$ cat src/rtl/uart_tx_yumi.sv
// uart_tx_yumi
// Byte-serial UART transmitter that drains a valid/yumi producer and shifts
// each accepted word onto tx_o, LSB first. The frame is one start bit
// (low), width_p data bits, then stop_bits_p stop bits (high).
//
// Parameters:
//   width_p        data bits per frame (5-9)
//   clks_per_bit_p clk_i cycles per bit period (>= 2)
//   stop_bits_p    number of stop bits (1 or 2)
//
// Ports:
//   clk_i    sole clock, rising edge
//   reset_i  asynchronous active-high reset
//   valid_i  producer has a word on data_i
//   data_i   word to transmit, sampled only in the yumi_o cycle
//   yumi_o   word on data_i is taken this cycle (only in IDLE, only with valid_i)
//   tx_o     registered serial line, idle high
//   busy_o   registered, high while a frame is in progress
module uart_tx_yumi #(
    parameter int width_p        = 8,
    parameter int clks_per_bit_p = 1250,
    parameter int stop_bits_p    = 1
) (
    input  logic               clk_i,
    input  logic               reset_i,
    input  logic               valid_i,
    input  logic [width_p-1:0] data_i,
    output logic               yumi_o,
    output logic               tx_o,
    output logic               busy_o
);

    // The baud counter must reach the longest period, which is the stop period.
    localparam int baud_w_lp = $clog2(clks_per_bit_p * stop_bits_p);
    localparam int bit_w_lp  = $clog2(width_p + 1);

    localparam logic [baud_w_lp-1:0] bit_last_lp  = baud_w_lp'(clks_per_bit_p - 1);
    localparam logic [baud_w_lp-1:0] stop_last_lp = baud_w_lp'(clks_per_bit_p * stop_bits_p - 1);
    localparam logic [bit_w_lp-1:0]  data_last_lp = bit_w_lp'(width_p - 1);

    typedef enum logic [1:0] {
        IDLE  = 2'd0,
        START = 2'd1,
        DATA  = 2'd2,
        STOP  = 2'd3
    } state_e;

    state_e               state_r;
    logic [baud_w_lp-1:0] baud_cnt_r;
    logic [bit_w_lp-1:0]  bit_cnt_r;
    logic [width_p-1:0]   shift_r;
    logic                 tx_r;
    logic                 busy_r;
    logic                 yumi_s;

    // Accept a word only while idle; reset masks acceptance immediately.
    always_comb begin
        yumi_s = 1'b0;
        if ((state_r == IDLE) && valid_i && !reset_i) begin
            yumi_s = 1'b1;
        end else begin
            yumi_s = 1'b0;
        end
    end

    // Frame sequencer: state, counters, shift register and registered outputs.
    always_ff @(posedge clk_i or posedge reset_i) begin
        if (reset_i) begin
            state_r    <= IDLE;
            baud_cnt_r <= '0;
            bit_cnt_r  <= '0;
            shift_r    <= '0;
            tx_r       <= 1'b1;
            busy_r     <= 1'b0;
        end else begin
            case (state_r)
                IDLE: begin
                    if (yumi_s) begin
                        shift_r    <= data_i;
                        baud_cnt_r <= '0;
                        bit_cnt_r  <= '0;
                        tx_r       <= 1'b0;
                        busy_r     <= 1'b1;
                        state_r    <= START;
                    end
                end
                START: begin
                    if (baud_cnt_r == bit_last_lp) begin
                        baud_cnt_r <= '0;
                        tx_r       <= shift_r[0];
                        state_r    <= DATA;
                    end else begin
                        baud_cnt_r <= baud_cnt_r + baud_w_lp'(1);
                    end
                end
                DATA: begin
                    if (baud_cnt_r == bit_last_lp) begin
                        baud_cnt_r <= '0;
                        shift_r    <= {1'b0, shift_r[width_p-1:1]};
                        if (bit_cnt_r == data_last_lp) begin
                            // Last data bit done: the line goes high for the stop period.
                            bit_cnt_r <= '0;
                            tx_r      <= 1'b1;
                            state_r   <= STOP;
                        end else begin
                            // Present the next bit before the shift lands.
                            bit_cnt_r <= bit_cnt_r + bit_w_lp'(1);
                            tx_r      <= shift_r[1];
                        end
                    end else begin
                        baud_cnt_r <= baud_cnt_r + baud_w_lp'(1);
                    end
                end
                STOP: begin
                    if (baud_cnt_r == stop_last_lp) begin
                        baud_cnt_r <= '0;
                        busy_r     <= 1'b0;
                        state_r    <= IDLE;
                    end else begin
                        baud_cnt_r <= baud_cnt_r + baud_w_lp'(1);
                    end
                end
                default: begin
                    baud_cnt_r <= '0;
                    bit_cnt_r  <= '0;
                    tx_r       <= 1'b1;
                    busy_r     <= 1'b0;
                    state_r    <= IDLE;
                end
            endcase
        end
    end

    assign yumi_o = yumi_s;
    assign tx_o   = tx_r;
    assign busy_o = busy_r;

endmodule

$ cat config.mk
export PLATFORM = sky130hd
export DESIGN_NAME = uart_tx_yumi
export DESIGN_NICKNAME = d
export VERILOG_FILES = /design/src/rtl/uart_tx_yumi.sv
export SDC_FILE = /design/constraint.sdc
export NUM_CORES = 1
export LEC_CHECK = 0
export ABC_AREA = 1
export BUFFER_PORTS_ARGS = -buffer_cell sky130_fd_sc_hd__buf_2
export CORE_ASPECT_RATIO = 1.25
export CORE_MARGIN = 3
export CORE_UTILIZATION = 60
export CTS_CLUSTER_DIAMETER = 40
export CTS_CLUSTER_SIZE = 40
export DETAILED_ROUTE_END_ITERATION = 8
export PLACE_DENSITY_LB_ADDON = 0.2
export SKIP_LAST_GASP = 1
export SLEW_MARGIN = 20
export SYNTH_ARGS = -nofsm -noshare
export SYNTH_HDL_FRONTEND = slang
export SYNTH_SLANG_ARGS = --single-unit
$ cat constraint.sdc
create_clock -name clk_i -period 3.6 [get_ports clk_i]
set_input_delay 0.9 -clock clk_i [delete_from_list [all_inputs] [get_ports clk_i]]
set_output_delay 0.9 -clock clk_i [all_outputs]
set_load 0.1 [all_outputs]
==> results of run 1 <==
critical path: cells and delay by family (launching register included):
family	cells	cell delay (ns)
adder cells (fa/ha/maj)	1	0.26
buffers and inverters	3	0.43
AND/OR/NAND/NOR	1	0.13
flip-flops	1	0.44
path summary, 6_finish.rpt:
check,to,start,slack (ns),cells after the start
setup / recovery,yumi_o,state_r[0],1.12,5
max in group asynchronous,tx_o,reset_i,2.59,3
hold / removal,tx_o,tx_o,0.49,2
hold reg to reg,tx_o,tx_o,0.49,2
setup reg to reg,baud_cnt_r[9],state_r[0],1.59,10
min in group asynchronous,bit_cnt_r[2],reset_i,0.70,3
layer usage:
metal | share of wire | global-route usage | wire (um)
met1 | 0.42 | 0.294 | 1460
met2 | 0.52 | 0.402 | 1830
met3 | 0.031 | 0.0363 | 108
met4 | 0.028 | 0.128 | 96
met5 | 0 | 0 | 0
cell usage after synthesis:
library cell  instances
nand2_1              80
o22ai_1               1
buf_4                 2
a21oi_1               2
buf_2                 3
clkbuf_1              2
nor3b_1               1
inv_1                24
inv_2                 2
nor3_1                4
or2_2                 2
nor2_2                2
nor2_1               22
xnor2_1               1
dfstp_2               1
xor2_1                1
nand3_1               9
o21ai_2               1
dfrtp_1              26
o21ai_0              10
ha_1                  8
nand4_1              21
buf_6                 1
nand3_2               3
nand2_2               3
o21ai_1               1
per-stage QoR:
stage	hold WS [ns]	instance area (um^2)	worst slack (ns)	utilization	power [uW]
floorplan	0.442	1680	0.367	-	997
global placement	0.456	1760	1.19	0.690	1100
detailed placement	0.459	1760	1.17	0.690	1110
CTS	0.493	1790	1.10	0.701	1250
global route	0.513	1790	0.975	0.701	1360
finish	0.491	1790	1.12	0.701	1240
layout make-up:
class,count,area [um^2],share of cell area
repair buffers,14,87.6,0.0490
clock inverters,1,5.00,0.00280
multi-input cells,172,858,0.480
inverters,26,97.6,0.0545
clock buffers,3,22.5,0.0126
flip-flops and latches,27,677,0.378
well taps,33,41.3,0.0231
report_power, final:
group | switching (uW) | internal, uW | total, uW
logic | 469 | 182 | 651
clock network | 94.5 | 41.8 | 136
registers | 62.0 | 388 | 450
total | 626 | 612 | 1240
state kept, by name (all words and copies together), names as in the netlist:
signal      cells
shift_r         8
tx_o            1
bit_cnt_r       4
state_r         2
busy_o          1
baud_cnt_r     11
cells by family after synthesis:
logic type	share of synthesized area
AND/OR/NAND/NOR	0.393
buffers and inverters	0.0871
flip-flops	0.403
AO/OA/AOI/OAI	0.0476
adder cells (fa/ha/maj)	0.0595
XOR/XNOR	0.0104
==> results.json, run 1 <==
{
  "dieHeight_um": 65.2,
  "cts_max_level": 1,
  "cts_tree": "done",
  "crit_fanout": 4,
  "antenna_found_initial": 0,
  "final_nets": 263,
  "fin_worst_skew_ns": 0.0104,
  "ant_nets": 0,
  "coreArea_um2": 2550,
  "final_common_cell": "nand2_1",
  "gp_congestion": 0.783,
  "period_share": 0.690,
  "post_cts_buffers": 0,
  "start_util": 0.659,
  "pin_count": 14,
  "path_class": "register to primary output",
  "clk_latency_ns": 0.33,
  "critPathArrivalTime_ns": 1.58,
  "firstDrtPassIters": 4,
  "grt_overflow": 0,
  "grt_pass1_wl_mm": 6.40,
  "crit_required_ns": 2.70,
  "grt_max_degree": 28,
  "min_path_type": "register to register",
  "path_cells": "inv_1, ha_1, nand3_2, inv_1, buf_12",
  "ys_ff_latch": 27,
  "hold_viol_final": 0,
  "ir_drop_v": 0.000554,
  "synth_fp_nets": 252,
  "cts_max_path_buffers": 2,
  "wl_per_cell_um": 12.6,
  "cts_resized": 0,
  "critPathMaxStageDelay_ns": 0.44,
  "clk_pin_slew_ns": 0.15,
  "yosys.area.top_type": "dfrtp_1",
  "first_global_vias": 1524,
  "routed-via-count": 1521,
  "rsz0062_at_grt": "false",
  "leakage_uw": 0.000926,
  "max_freq_ghz": 0.403,
  "synthTopCellsByArea": "dfrtp_1 (39%), nand2_1 (18%), nand4_1 (7.8%), ha_1 (6.0%), inv_1 (5.4%)",
  "cts_hold_buffers": 0,
  "drv_cap": 0,
  "status": "finished, final reports clean",
  "dp_cells": 272,
  "max-slew-margin-rel": 0.681,
  "fin_crit_ns": 2.48,
  "portBuffers": 13,
  "yosysUniqueCellTypes": 26,
  "die-area_um2": 3480,
  "hpwl_mm": 2.52,
  "cp_common_cell": "inv_1",
  "power_density_nw_per_um2": 692,
  "fp.dieW_um": 53.4,
  "yosysWarnings": 0,
  "drt_iter0_drc": 56,
  "cpMaxStageDelayCell": "dfrtp_1",
  "fill_cells": 223,
  "setup_viol": 0,
  "synthCells": 233,
  "cp-start-kind": "register",
  "instances_no_fill": 276,
  "drt-vias-per-instance": 5.51,
  "worstSetupEndpointType": "primary output",
  "final_cell_mix": "nand2_1 (80), dfrtp_1 (26), inv_1 (24)",
  "n_antenna_cell": 0,
  "numCtsBuffers": 3,
  "cts_root_buf": "clkbuf_4",
  "synthesis.area_um2": 1680,
  "drc": 0,
  "clock-sinks": 27,
  "num_rows": 20,
  "worst_slew_pin_slew_ns": 0.477,
  "grtUsageTotal": 0.242,
  "yosysSeqAreaShare": 0.403,
  "routed_wirelength_mm": 3.49,
  "syn_area_per_cell_um2": 7.22,
  "drive_gt1_frac": 0.132,
  "slew_violations": 0,
  "area_delta_synth_final_pct": 6.40,
  "fin_tns_setup_ns": 0,
  "yosys.area.top_type_share": 0.387
}
Power figures use the tool's default switching activity.
==> inputs of run 2 (changes only) <==
--- a/config.mk
+++ b/config.mk
@@ -9,7 +9,7 @@
 export BUFFER_PORTS_ARGS = -buffer_cell sky130_fd_sc_hd__buf_2
 export CORE_ASPECT_RATIO = 1.25
 export CORE_MARGIN = 3
-export CORE_UTILIZATION = 60
+export CORE_UTILIZATION = 53
 export CTS_CLUSTER_DIAMETER = 40
 export CTS_CLUSTER_SIZE = 40
 export DETAILED_ROUTE_END_ITERATION = 8
==> constraint.sdc (replaced) <==
create_clock -name clk_i -period 2.1 [get_ports clk_i]
set_input_delay 0.525 -clock clk_i [delete_from_list [all_inputs] [get_ports clk_i]]
set_output_delay 0.525 -clock clk_i [all_outputs]
set_load 0.1 [all_outputs]
==> run 2 against run 1 <==
Sequential share of layout area decreased by 1.5 points. Clock power increased by 76%. Routed wire length increased by 2.3%. Die area increased by 12%. First-iteration DRC count decreased by 36%. Cell area increased by 4.3%. Global-route usage decreased by 4.8 points. Count of clock-buffer cells in the layout unchanged. Setup slack got worse by 1.0 ns. Via count decreased by 2.1%. Largest cell class unchanged. Highest routed layer unchanged.
==> results.json, run 2 (same netlist as run 1, synthesis figures left out) <==
{
  "worstSetupEndpointType": "primary output",
  "largest_reg_flops": 11,
  "final_core_util": 0.622,
  "clk_pin_slew_ns": 0.16,
  "power_density_nw_per_um2": 1220,
  "crit_required_ns": 1.57,
  "drt-vias-per-instance": 5.22,
  "coreArea_um2": 3000,
  "area_delta_synth_final_pct": 10.9,
  "path_buf_inv": 3,
  "first_global_vias": 1443,
  "max-slew-margin-rel": 0.679,
  "grt_overflow": 0,
  "critPathMaxStageDelay_ns": 0.43,
  "num_rows": 22,
  "critPathArrivalTime_ns": 1.49,
  "grt_pass1_wl_mm": 6.02,
  "routed_wirelength_mm": 3.57,
  "numCtsBuffers": 3,
  "ant_nets": 0,
  "rsz0062_at_grt": "false",
  "ir_drop_v": 0.000943,
  "gp_congestion": 0.884,
  "fin_crit_ns": 2.01,
  "die-area_um2": 3890,
  "routed-via-count": 1489,
  "final_common_cell": "nand2_1",
  "crit_fanout": 4,
  "fin_tns_setup_ns": 0,
  "top_regs": "baud_cnt_r: 11 flops, shift_r: 8 flops, bit_cnt_r: 4 flops",
  "grtUsageTotal": 0.194,
  "period_share": 0.959,
  "drv_cap": 0,
  "path_cells": "inv_1, ha_4, nand3_4, clkinvlp_4, buf_12",
  "final_cell_mix": "nand2_1 (80), dfrtp_1 (26), inv_1 (22), nor2_1 (22), nand4_1 (21)",
  "drc": 0,
  "final_nets": 269,
  "multi_input_area_um2": 878,
  "finalPower_uw": 2270,
  "fp.dieW_um": 56.4,
  "worst_path_dominant_cell_family": "buffers and inverters",
  "min_path_type": "input pin to asynchronous set/reset pin",
  "worst_slew_pin_slew_ns": 0.485,
  "cts_max_path_buffers": 2,
  "hold_viol_final": 0,
  "path_class": "register to primary output",
  "start_util": 0.560,
  "antenna_found_initial": 0,
  "clk_latency_ns": 0.33,
  "cts_root_buf": "clkbuf_4",
  "status": "finished, final reports clean",
  "regMostFlops": "baud_cnt_r",
  "fill_cells": 280,
  "max_freq_ghz": 0.496,
  "cpMaxStageDelayCell": "dfrtp_1",
  "setup_viol": 0,
  "pin_count": 14,
  "portBuffers": 13,
  "cp-start-kind": "register",
  "leakage_uw": 0.000941,
  "whs_ns": 0.307,
  "clock-sinks": 27,
  "n_antenna_cell": 0,
  "cts_max_level": 1,
  "drive_gt1_frac": 0.165,
  "grt_max_degree": 28,
  "cts_tree": "done",
  "hpwl_mm": 2.67,
  "fin_worst_skew_ns": 0.00353,
  "firstDrtPassIters": 4,
  "dieHeight_um": 69.0,
  "slew_violations": 0,
  "regArea_um2": 677,
  "wl_per_cell_um": 12.5,
  "cts_hold_buffers": 0,
  "drt_iter0_drc": 36
}
==> run 2: changes by cell type in the layout (fill, tap and decap cells not counted) <==
cell        previous run  this run
nand3_2                3         2
buf_4                  1         7
ha_1                   8         7
ha_4                   0         1
clkinvlp_4             0         2
nand3_4                0         1
inv_1                 24        22
==> run 2: cell type report <==
type	instances	area share
Multi-Input combinational cell	172	0.471
Sequential cell	27	0.363
Timing Repair Buffer	20	0.0711
Inverter	26	0.0563
Tap cell	36	0.0241
Clock buffer	3	0.0121
Clock inverter	1	0.00268
==> run 2: routing by layer <==
metal,share of wire,wire (um),GRT usage
met1,0.46,1630,0.218
met2,0.51,1810,0.393
met3,0.032,113,0.0168
met4,0.0056,20,0.0534
met5,0,0,0
==> run 2: what timing repair did <==
action | CTS | global route
endpoints found under the setup margin | 1 | 1
setup buffers | 0 | 1
endpoints found under the hold margin | 0 | 0
resized for setup | 1 | 1
==> run 2: worst paths after layout <==
check	startpoint	slack (ns)	end	cells past startpoint
min in group clk_i	data_i[7]	0.45	shift_r[7]	3
setup reg to reg	state_r[0]	0.37	state_r[1]	10
hold / removal	reset_i	0.31	baud_cnt_r[3]	3
max in group asynchronous	reset_i	1.49	tx_o	3
hold reg to reg	shift_r[7]	0.50	shift_r[7]	2
setup / recovery	state_r[0]	0.09	yumi_o	5
==> run 2: where the power goes <==
group | switching, uW | internal [uW] | leakage, uW
combinational | 846 | 416 | 0.000572
sequential | 101 | 665 | 0.000351
clock | 168 | 71.6 | 0.0000177
total | 1120 | 1150 | 0.000941
==> run 2: tightest hold or removal path, delay by kind of cell <==
kind | cells | cell delay [ns]
buf+inv | 3 | 0.54
==> run 2: through the flow <==
| stage | std cells | setup slack (ns) | area, um^2 |
|---|---|---|---|
| global route | 285 | 0.0135 | 1870 |
| finish | 285 | 0.0851 | 1870 |
| detailed placement | 280 | 0.280 | 1820 |
| floorplan | 233 | -0.00515 | 1700 |
| global placement | 280 | 0.355 | 1820 |
| CTS | 284 | 0.0147 | 1850 |
==> inputs of run 3 (changes only) <==
--- a/config.mk
+++ b/config.mk
@@ -11,8 +11,8 @@
 export CORE_MARGIN = 3
 export CORE_UTILIZATION = 53
 export CTS_CLUSTER_DIAMETER = 40
-export CTS_CLUSTER_SIZE = 40
 export DETAILED_ROUTE_END_ITERATION = 8
+export MAX_ROUTING_LAYER = met4
 export PLACE_DENSITY_LB_ADDON = 0.2
 export SKIP_LAST_GASP = 1
 export SLEW_MARGIN = 20
==> run 3 against run 2 <==
Count of clock-buffer cells in the layout unchanged. Total power shrank 0.21%. Routed wire length is 0.92% lower. Clock skew up 0.0025 ns. Cell count is the same. Utilization stayed put. Sequential cell count unchanged. Die area unchanged. Hold slack worse by 0.0032 ns. Maximum frequency rose by 0.11%. Critical path type unchanged. Largest power group unchanged.
==> results.json, run 3 (same netlist as run 1, synthesis figures left out) <==
{
  "fin_ws_ns": 0.0873,
  "drv_cap": 0,
  "ir_drop_v": 0.000941,
  "period_share": 0.958,
  "numCtsBuffers": 3,
  "final_nets": 269,
  "critPathMaxStageDelay_ns": 0.43,
  "path_buf_inv": 3,
  "cts_hold_buffers": 0,
  "worstSetupEndpointType": "primary output",
  "grt_overflow": 0,
  "cts_max_level": 1,
  "final_core_util": 0.622,
  "routed_wirelength_mm": 3.54,
  "drc": 0,
  "finalPower_uw": 2260,
  "drive_gt1_frac": 0.165,
  "instances_no_fill": 285,
  "drt_iter0_drc": 34,
  "final_common_cell": "nand2_1",
  "wl_met1_mm": 1.60,
  "power_density_nw_per_um2": 1210,
  "leakage_uw": 0.000941,
  "hold_viol_final": 0,
  "drt-vias-per-instance": 5.24,
  "cpMaxStageDelayCell": "dfrtp_1",
  "clock-sinks": 27,
  "critPathArrivalTime_ns": 1.49,
  "final_cell_mix": "nand2_1 (80), dfrtp_1 (26), inv_1 (22), nor2_1 (22), nand4_1 (21)",
  "fp.dieW_um": 56.4,
  "gp_congestion": 0.898,
  "cts_max_path_buffers": 2,
  "cts_tree": "done",
  "routed-via-count": 1493,
  "die-area_um2": 3890,
  "num_rows": 22,
  "grtUsageTotal": 0.200,
  "n_antenna_cell": 0,
  "setup_viol": 0,
  "slew_violations": 0,
  "max_freq_ghz": 0.497,
  "crit_required_ns": 1.57,
  "hpwl_mm": 2.67,
  "fin_crit_ns": 2.01,
  "crit_fanout": 4,
  "top_regs": "baud_cnt_r: 11 flops, shift_r: 8 flops, bit_cnt_r: 4 flops",
  "dr_wl_met2_mm": 1.81,
  "max-slew-margin-rel": 0.679,
  "path_cells": "inv_1, ha_4, nand3_4, clkinvlp_4, buf_12",
  "rsz0062_at_grt": "false",
  "highest_layer": "met4",
  "wl_met3_um": 105,
  "fin_worst_skew_ns": 0.00608,
  "pin_count": 14,
  "area_delta_synth_final_pct": 10.9,
  "dp_cells": 280,
  "grt_max_degree": 28,
  "status": "finished, final reports clean",
  "coreArea_um2": 3000,
  "worst_slew_pin_slew_ns": 0.485,
  "antenna_found_initial": 0,
  "cts_root_buf": "clkbuf_4",
  "cp-start-kind": "register",
  "clk_pin_slew_ns": 0.16,
  "worst_path_dominant_cell_family": "buffers and inverters",
  "path_class": "register to primary output",
  "largest_reg_flops": 11,
  "first_global_vias": 1444,
  "start_util": 0.560,
  "clk_latency_ns": 0.33,
  "grt_pass1_wl_mm": 6.02,
  "firstDrtPassIters": 4,
  "ant_nets": 0,
  "dp_slack_ns": 0.280,
  "portBuffers": 13,
  "dieHeight_um": 69.0,
  "regMostFlops": "baud_cnt_r",
  "min_path_type": "input pin to asynchronous set/reset pin",
  "wl_per_cell_um": 12.4
}
-- run 3: area by class of cell --
class | count | area [um^2]
clock buffers | 3 | 22.5
clock inverters | 1 | 5.00
fillers | 280 | 1130
inverters | 26 | 105
multi-input cells | 172 | 878
flip-flops and latches | 27 | 677
well taps | 36 | 45.0
repair buffers | 20 | 133
-- run 3: path summary, 6_finish.rpt --
check / start / end / slack, ns / cells after the start
setup / recovery: state_r[0] / yumi_o / 0.09 / 5
hold / removal: reset_i / baud_cnt_r[3] / 0.30 / 3
setup reg to reg: state_r[0] / state_r[1] / 0.38 / 10
hold reg to reg: shift_r[1] / shift_r[1] / 0.50 / 2
max in group asynchronous: reset_i / tx_o / 1.48 / 3
min in group clk_i: data_i[7] / shift_r[7] / 0.45 / 3
-- run 3: report_power, final --
| group | leakage (uW) | internal, uW | switching [uW] |
|---|---|---|---|
| Sequential | 0.000351 | 665 | 100 |
| Combinational | 0.000572 | 416 | 844 |
| Clock | 0.0000177 | 71.5 | 166 |
-- run 3: timing repair --
item | CTS | global route
endpoints found under the hold margin | 0 | 0
endpoints found under the setup margin | 1 | 1
resized for setup | 1 | 1
setup buffers | 0 | 1
-- run 3: stage by stage --
| stage | TNS [ns] | instance area (um^2) | hold slack [ns] |
|---|---|---|---|
| detailed placement | 0 | 1820 | 0.464 |
| finish | 0 | 1870 | 0.304 |
| global placement | 0 | 1820 | 0.454 |
| CTS | 0 | 1850 | 0.322 |
| global route | 0 | 1870 | 0.325 |
| floorplan | -0.00515 | 1700 | 0.437 |
-- run 3: per-layer routing --
metal / global-route usage / up-vias
met1: 0.218 / 681
li1: - / 784
met4: 0.0534 / 0
met3: 0.0168 / 2
met5: - / -
met2: 0.393 / 26
-- run 3: worst min-delay path, cell delays in order --
cell and delay, ns:
buf_2 0.11, clkinvlp_4 0.09, buf_4 0.34
